**src/rtl/dm_arbiter.sv**
```systemverilog
// Two-requester data-memory arbiter: round-robin on contention, one access per
// three cycles (accept, memory access, response), with misalignment/illegal-mode checking.
module dm_arbiter (
    input  logic        clk,
    input  logic        reset,
    input  logic        rq0_valid,
    input  logic        rq0_we,
    input  logic [1:0]  rq0_mode,
    input  logic [31:0] rq0_addr,
    input  logic [31:0] rq0_wdata,
    input  logic        rq1_valid,
    input  logic        rq1_we,
    input  logic [1:0]  rq1_mode,
    input  logic [31:0] rq1_addr,
    input  logic [31:0] rq1_wdata,
    output logic        rq0_ready,
    output logic        rq1_ready,
    output logic        rsp0_valid,
    output logic        rsp1_valid,
    output logic [31:0] rsp_rdata,
    output logic        rsp_err,
    output logic        dm_we,
    output logic [1:0]  dm_mode,
    output logic [31:0] dm_addr,
    output logic [31:0] dm_wdata,
    input  logic [31:0] dm_rdata
);

    typedef enum logic [1:0] {
        IDLE   = 2'd0,
        ACCESS = 2'd1,
        RESP   = 2'd2
    } state_t;

    state_t      state_q, state_d;
    logic        rr_q, rr_d;
    logic        grant_q, grant_d;
    logic        we_q, we_d;
    logic        err_q, err_d;
    logic [1:0]  mode_q, mode_d;
    logic [31:0] addr_q, addr_d;
    logic [31:0] wdata_q, wdata_d;
    logic [31:0] rdata_q, rdata_d;

    logic        accept;
    logic        contended;
    logic        sel;
    logic        sel_we;
    logic        sel_err;
    logic [1:0]  sel_mode;
    logic [31:0] sel_addr;
    logic [31:0] sel_wdata;

    // Accept is gated by reset so no ready pulse is seen for a request that is not latched.
    always_comb begin
        contended = rq0_valid && rq1_valid;
        accept    = (state_q == IDLE) && !reset && (rq0_valid || rq1_valid);
        sel       = contended ? rr_q : rq1_valid;
        sel_we    = sel ? rq1_we    : rq0_we;
        sel_mode  = sel ? rq1_mode  : rq0_mode;
        sel_addr  = sel ? rq1_addr  : rq0_addr;
        sel_wdata = sel ? rq1_wdata : rq0_wdata;
        sel_err   = (sel_mode == 2'b11)
                 || ((sel_mode == 2'b00) && (sel_addr[1:0] != 2'b00))
                 || ((sel_mode == 2'b01) && sel_addr[0]);
    end

    always_ff @(posedge clk) begin
        if (reset) begin
            state_q <= IDLE;
        end else begin
            state_q <= state_d;
        end
    end

    always_comb begin
        state_d = state_q;
        case (state_q)
            IDLE:    if (accept) state_d = ACCESS;
            ACCESS:  state_d = RESP;
            RESP:    state_d = IDLE;
            default: state_d = IDLE;
        endcase
    end

    always_ff @(posedge clk) begin
        if (reset) begin
            rr_q    <= 1'b0;
            grant_q <= 1'b0;
            we_q    <= 1'b0;
            err_q   <= 1'b0;
            mode_q  <= 2'b00;
            addr_q  <= 32'h0;
            wdata_q <= 32'h0;
            rdata_q <= 32'h0;
        end else begin
            rr_q    <= rr_d;
            grant_q <= grant_d;
            we_q    <= we_d;
            err_q   <= err_d;
            mode_q  <= mode_d;
            addr_q  <= addr_d;
            wdata_q <= wdata_d;
            rdata_q <= rdata_d;
        end
    end

    // The pointer only moves on contention, handing priority to the loser.
    always_comb begin
        rr_d    = rr_q;
        grant_d = grant_q;
        we_d    = we_q;
        err_d   = err_q;
        mode_d  = mode_q;
        addr_d  = addr_q;
        wdata_d = wdata_q;
        rdata_d = rdata_q;
        if (accept) begin
            grant_d = sel;
            we_d    = sel_we;
            err_d   = sel_err;
            mode_d  = sel_mode;
            addr_d  = sel_addr;
            wdata_d = sel_wdata;
            if (contended) rr_d = ~sel;
        end
        if (state_q == ACCESS) begin
            rdata_d = (we_q || err_q) ? 32'h0 : dm_rdata;
        end
    end

    always_comb begin
        rq0_ready  = accept && !sel;
        rq1_ready  = accept && sel;
        rsp0_valid = (state_q == RESP) && !grant_q;
        rsp1_valid = (state_q == RESP) && grant_q;
        rsp_err    = (state_q == RESP) && err_q;
        dm_we      = (state_q == ACCESS) && we_q && !err_q;
        dm_mode    = mode_q;
        dm_addr    = addr_q;
        dm_wdata   = wdata_q;
        rsp_rdata  = rdata_q;
    end

endmodule
```
**config.mk**
```make
export PLATFORM = sky130hd
export DESIGN_NAME = dm_arbiter
export DESIGN_NICKNAME = d
export VERILOG_FILES = /design/src/rtl/dm_arbiter.sv
export SDC_FILE = /design/constraint.sdc
export NUM_CORES = 1
export LEC_CHECK = 0
export ABC_CLOCK_PERIOD_IN_PS = 2120
export CAP_MARGIN = 30
export CORE_UTILIZATION = 39
export DETAILED_ROUTE_END_ITERATION = 10
export PLACE_DENSITY = 0.86
export SETUP_SLACK_MARGIN = 0.15
export SYNTH_ARGS = -nofsm -noshare
export SYNTH_HDL_FRONTEND = slang
export SYNTH_SLANG_ARGS = --single-unit
```
**constraint.sdc**
```tcl
create_clock -name clk -period 2.12 [get_ports clk]
set_input_delay 0.636 -clock clk [delete_from_list [all_inputs] [get_ports clk]]
set_output_delay 0.636 -clock clk [all_outputs]
set_load 0.05 [all_outputs]
```
==> qor.csv, run 1 <==
stage;metric;value;unit
sta;hold_ws;0.504;ns
setup_path;crit-path max FO;3;
synth;ys flop type;dfxtp_1;
global_route;initial antenna violation count;0;
sta;RSZ-0062 raised after global routing;yes;
clocking;clk_lat worst skew;0.36;ns
floorplan;Die Ht;113;um
synth;Mean Syn Cell Area;8.77;um^2
sta;fin crit share;0.953;
placement;Placed Instances;920;
synth;Net Count, Synth;720;
layout;share of layout cells above drive strength 1;0.184;
status;status;complete, no violations;
floorplan;core area;0.0120;mm^2
global_route;vias in the first global route;5699;
layout;# fillers;977;
drt;DR pass1 iterations;6;
setup_path;highest-delay cell along the critical path;dfxtp_1;
drt;violation count after the first detailed-route iteration;492;
drt;DRC errors left;0;
synth;Seq cells post-synth;104;
power_and_ir_drop;PD cells;742;mW/mm^2
layout;layout net count;957;
placement;Port Buffers;273;
sta;setup violators final;0;
synth;largest family of logic cells by synthesized area;compound AO/OA/AOI/OAI gates;
floorplan;Core Rows;40;
sta;final worst slack;0.101;ns
floorplan;die area;0.0128;mm^2
power_and_ir_drop;peak supply drop;0.000389;V
setup_path;critical path launch point;rr_q;
global_route;gr usage total;0.282;
clocking;CTS max path bufs;2;
synth;Mapped Cells;550;
synth;Post-Synth Adder-Cell Area;0;
sta;Final min period;2.02;ns
global_route;GRT overflow;0;
drt;Routed WL;18.3;mm
drt;ANT nets after route;0;
synth;Yosys warning count;0;
setup_path;Startpoint Class;register;
global_route;global-route wire length before repair;28.7;mm
clocking;CTS Hold Bufs;0;
clocking;CTS tree;yes;
setup_path;Req. time, crit path;1.48;ns
setup_path;worst-path cell chain;nand2b_4 > nand4_1 > inv_4 > buf_12;
global_route;largest net degree at the start of global routing;104;
synth;EDFF count, synth;0;
synth;compound-gate portion of the synthesized area;0.365;
placement;GPL Wtd Cong;0.819;
sta;FMAX;495;MHz
setup_path;Setup crit end kind;primary output;
drt;routed vias;5777;
synth;Post-Synthesis Cell Area;0.00482;mm^2
floorplan;num ports;274;
layout;fin cells;939;
placement;post-place setup slack;-0.298;ns
clocking;Sinks on Clock Net;104;
sta;Fin. Hold Viols;0;
floorplan;Die Width;113;um
synth;sequential element share of the synthesized area;0.432;
layout;Final Util;0.659;
synth;Synth Area in XOR/XNOR;0.00182;
sta;Max Slew Vio Count;0;
synth;Cell variety after synth;35;
sta;Final TNS setup;0;ns
synth;Synth async-reset ratio;0;
setup_path;worst r2r src;rr_q;
clocking;clock slew at reported path FFs;0.07;ns
clocking;H-Tree Depth;3;
clocking;Inserted Clock Buffers;9;
job;Max-Cap Viols;0;
drt;via/cell ratio;6.15;
sta;Worst slew margin;0.653;
sta;Worst-Margin Slew;0.523;ns
power_and_ir_drop;LEAKAGE;3.04;nW
hold_path;worst hold start;grant_q;
setup_path;peak per-stage delay on the critical path;0.39;ns
sta;skew final;0.00764;ns
placement;HPWL after DPL;12.6;mm
layout;area delta synth->final;64.0;%
clocking;clk root buf;clkbuf_16;
setup_path;CP Class;register to primary output;
drt;WL/cell;19.5;um
setup_path;crit path DAT;1.38;ns
layout;ant diodes;0;
hold_path;hold crit path type;register to register;
synth;mux cell area share after synthesis;0;
synth;post-synthesis simple-gate area fraction;0.126;
floorplan;starting density of the core;0.402;
==> state kept, by name, indices dropped and copies added, names as in the netlist <==
register	flops
grant_q	1
dm_mode	2
rsp_rdata	32
we_q	1
state_q	2
rr_q	1
dm_addr	32
dm_wdata	32
err_q	1
==> layout make-up <==
cell class | instances | area [um^2] | share of cell area
flip-flops and latches | 104 | 2090 | 0.264
inverters | 5 | 23.8 | 0.00300
repair buffers | 304 | 2890 | 0.365
well taps | 147 | 184 | 0.0232
multi-input cells | 363 | 2430 | 0.307
clock inverters | 6 | 67.6 | 0.00854
clock buffers | 10 | 229 | 0.0289
==> report_power, final <==
group          leakage, nW  internal (mW)  switching (mW)
combinational         2.04          0.761            1.19
sequential           0.856           2.12           0.101
clock                0.139          0.921           0.780
total                 3.04           3.80            2.07
==> per-stage QoR <==
| step | power, mW | cell area [um^2] |
|---|---|---|
| 6_report | 5.87 | 7910 |
| 5_1_grt | 6.08 | 7910 |
| 4_1_cts | 5.88 | 7900 |
| 3_5_place_dp | 4.23 | 7630 |
| 3_3_place_gp | 4.18 | 7630 |
| 2_1_floorplan | 3.42 | 4900 |
==> cells by family (layout without fill, tap and decap cells) <==
logic type                after synthesis  in the layout
xor gates and xnor gates                1              1
buffers and inverters                  83            325
and+or+nand+nor                       122            122
DFF                                   104            104
AOI/OAI and AO/OA                     240            240
==> worst max-delay path, delay by kind of cell, from the launching register on <==
kind	cells	cell delay [ns]
and+or+nand+nor	2	0.38
DFF	1	0.39
buffers and inverters	2	0.25
==> final timing paths <==
kind,endpoint,slack [ns],cells after the start
setup / recovery,rq1_ready,0.10,4
hold / removal,grant_q,0.50,2
setup reg to reg,dm_mode[1],0.44,5
hold reg to reg,grant_q,0.50,2
==> timing repair <==
item                                    in CTS  in global routing
resized for setup                           53                  1
hold endpoints to repair                     0                  0
pin swaps                                    3                  3
endpoints found under the setup margin      77                  3
setup buffers                                2                  1
==> routing by layer <==
layer | vias to the layer above | wire length, um | GRT usage
met3 | 77 | 1430 | 0.0637
met5 | - | 0 | 0
met4 | 0 | 863 | 0.180
li1 | 2622 | - | -
met1 | 2720 | 7000 | 0.323
met2 | 358 | 9010 | 0.476
==> synthesized netlist by cell type, types with 2 or more instances <==
library cell	count	area (um^2)
a311oi_1	47	412
a22oi_1	32	240
nor2_1	37	139
nand3_1	67	335
a21oi_1	2	10.0
clkbuf_1	60	225
and3b_1	2	17.5
nor3b_1	2	15.0
a31oi_1	67	419
buf_2	12	60.1
nand2b_1	4	25.0
o21ai_1	8	40.0
dfxtp_1	104	2080
o21ai_0	59	295
inv_1	2	7.51
a311oi_2	20	300
buf_6	4	45.0
inv_2	3	11.3
buf_4	2	15.0
==> placed cells by master (no fill, tap or decap), drive strengths merged, types with 4 or more instances in the layout <==
master	n
inv	6
nand3	68
clkbuf	11
clkdlybuf4s50	166
nand2b	4
buf	94
a311oi	67
a22oi	32
a31oi	67
o21ai	67
dfxtp	104
dlygate4sd2	43
nor2	38
No activity file was read; power rests on OpenSTA's default activity.
==> inputs of run 2 (changes only) <==
Settings changed: CORE_MARGIN set to 2.
==> qor.csv, run 2 (synthesized netlist as in run 1, its figures left out) <==
stage;metric;value;unit
sta;Fin. Hold Viols;0;
power_and_ir_drop;PD cells;733;mW/mm^2
floorplan;Die Ht;115;um
layout;area delta synth->final;66.8;%
drt;Routed WL;18.8;mm
floorplan;core area;0.0121;mm^2
floorplan;die area;0.0133;mm^2
layout;ant diodes;0;
layout;share of layout cells above drive strength 1;0.200;
hold_path;hold path endpoint;rsp_rdata[21];
drt;DRC errors left;0;
hold_path;hold-critical path depth;2;
drt;WL/cell;19.4;um
global_route;global-route wire length before repair;28.5;mm
setup_path;Req. time, crit path;2.39;ns
layout;layout net count;967;
setup_path;FF-to-FF End;grant_q;
sta;Max Slew Vio Count;0;
sta;fin crit share;0.930;
global_route;vias in the first global route;5513;
drt;via/cell ratio;5.97;
sta;RSZ-0062 raised after global routing;yes;
layout;Register Area;0.00209;mm^2
global_route;gr usage total;0.270;
sta;FMAX;507;MHz
clocking;clock slew at reported path FFs;0.07;ns
job;Max-Cap Viols;0;
global_route;initial antenna violation count;0;
status;status;complete, no violations;
clocking;Inserted Clock Buffers;9;
sta;Final min period;1.97;ns
clocking;clk_lat worst skew;0.34;ns
sta;Worst slew margin;0.624;
setup_path;CP Class;register to register;
floorplan;Core Rows;40;
clocking;H-Tree Depth;3;
drt;ANT nets after route;0;
power_and_ir_drop;LEAKAGE;3.09;nW
sta;Worst-Margin Slew;0.564;ns
hold_path;worst hold start;rsp_rdata[21];
layout;# fillers;951;
sta;hold_ws;0.507;ns
setup_path;Worst R2R Setup Slack;0.15;ns
placement;Placed Instances;942;
floorplan;num ports;274;
global_route;GRT overflow;0;
power_and_ir_drop;peak supply drop;0.000357;V
drt;violation count after the first detailed-route iteration;586;
clocking;CTS tree;yes;
clocking;clk root buf;clkbuf_16;
setup_path;worst r2r src;state_q[1];
drt;routed vias;5793;
placement;HPWL after DPL;13.1;mm
layout;commonest non-fill, non-tap cell in the layout;clkdlybuf4s50_1;
floorplan;Die Width;115;um
layout;fin cells;970;
sta;setup violators final;0;
global_route;largest net degree at the start of global routing;104;
setup_path;crit-path max FO;7;
setup_path;worst reg2reg path depth;11;
clocking;Sinks on Clock Net;104;
setup_path;Setup crit end kind;register;
sta;skew final;0.00662;ns
hold_path;hold crit path type;register to register;
floorplan;starting density of the core;0.400;
setup_path;Startpoint Class;register;
layout;area of the multi-input gates;0.00244;mm^2
setup_path;crit path DAT;2.24;ns
clocking;CTS max path bufs;2;
placement;Port Buffers;273;
drt;DR pass1 iterations;5;
sta;final worst slack;0.149;ns
placement;post-place setup slack;-0.306;ns
placement;GPL Wtd Cong;0.835;
layout;most frequent cells in the layout;166 x clkdlybuf4s50_1, 102 x dfxtp_1, 90 x buf_4;
run 2: changes by cell type in the layout (fill, tap and decap cells not counted), sizes merged:
cell	delta
buf	+11
dlygate4sd2	-2
clkinv	+1
clkinvlp	-1
inv	+1
run 2: metrics by stage:
stage | util | setup TNS (ns) | power (mW) | area [um^2]
global placement | 0.636 | -10.31 | 4.19 | 7680
CTS | 0.664 | 0 | 5.91 | 8010
global route | 0.667 | 0 | 6.13 | 8050
detailed placement | 0.636 | -14.73 | 4.24 | 7680
floorplan | - | -0.0622 | 3.42 | 4900
finish | 0.667 | 0 | 5.90 | 8050
run 2: how the worst max path moves through the flow:
stage,startpoint,endpoint,slack (ns),cells after the start
floorplan,state_q[1],dm_we,-0.06,4
global placement,rq0_valid,rq0_ready,-0.29,5
detailed placement,rq0_valid,rq0_ready,-0.31,5
CTS,rq1_valid,rq0_ready,0.14,5
global route,state_q[1],grant_q,0.09,11
finish,state_q[1],grant_q,0.15,11
run 2: where the power goes:
part | switching [mW] | internal, mW
clock network | 0.775 | 0.931
logic | 1.19 | 0.781
registers | 0.105 | 2.12
total | 2.07 | 3.83
run 2: routing by layer:
| metal | GRT usage | part of all wire |
|---|---|---|
| met1 | 0.317 | 0.39 |
| met2 | 0.464 | 0.48 |
| met3 | 0.0606 | 0.092 |
| met4 | 0.135 | 0.037 |
| met5 | 0 | 0.00027 |
run 2: final cells by class:
class / instances / share of cell area
timing repair buffer: 314 / 0.371
inverter: 5 / 0.00295
tap: 168 / 0.0261
clock inverter: 7 / 0.00995
clock buffer: 9 / 0.0280
sequential: 104 / 0.259
multi-input combinational: 363 / 0.303
run 2: worst max-delay path, cell delays in order, from the launching register on:
cell,delay (ns)
dfxtp_4,0.38
nor2_4,0.17
nand4_1,0.20
buf_4,0.19
buf_4,0.13
buf_6,0.11
buf_4,0.12
buf_4,0.12
buf_4,0.12
buf_4,0.12
buf_6,0.11
a21oi_2,0.13
run 2: what timing repair did:
action,4_1_cts,5_1_grt
setup endpoints to repair,75,4
gates resized for setup,51,5
pin swaps,3,5
buffers inserted,9,3
hold buffers,0,0
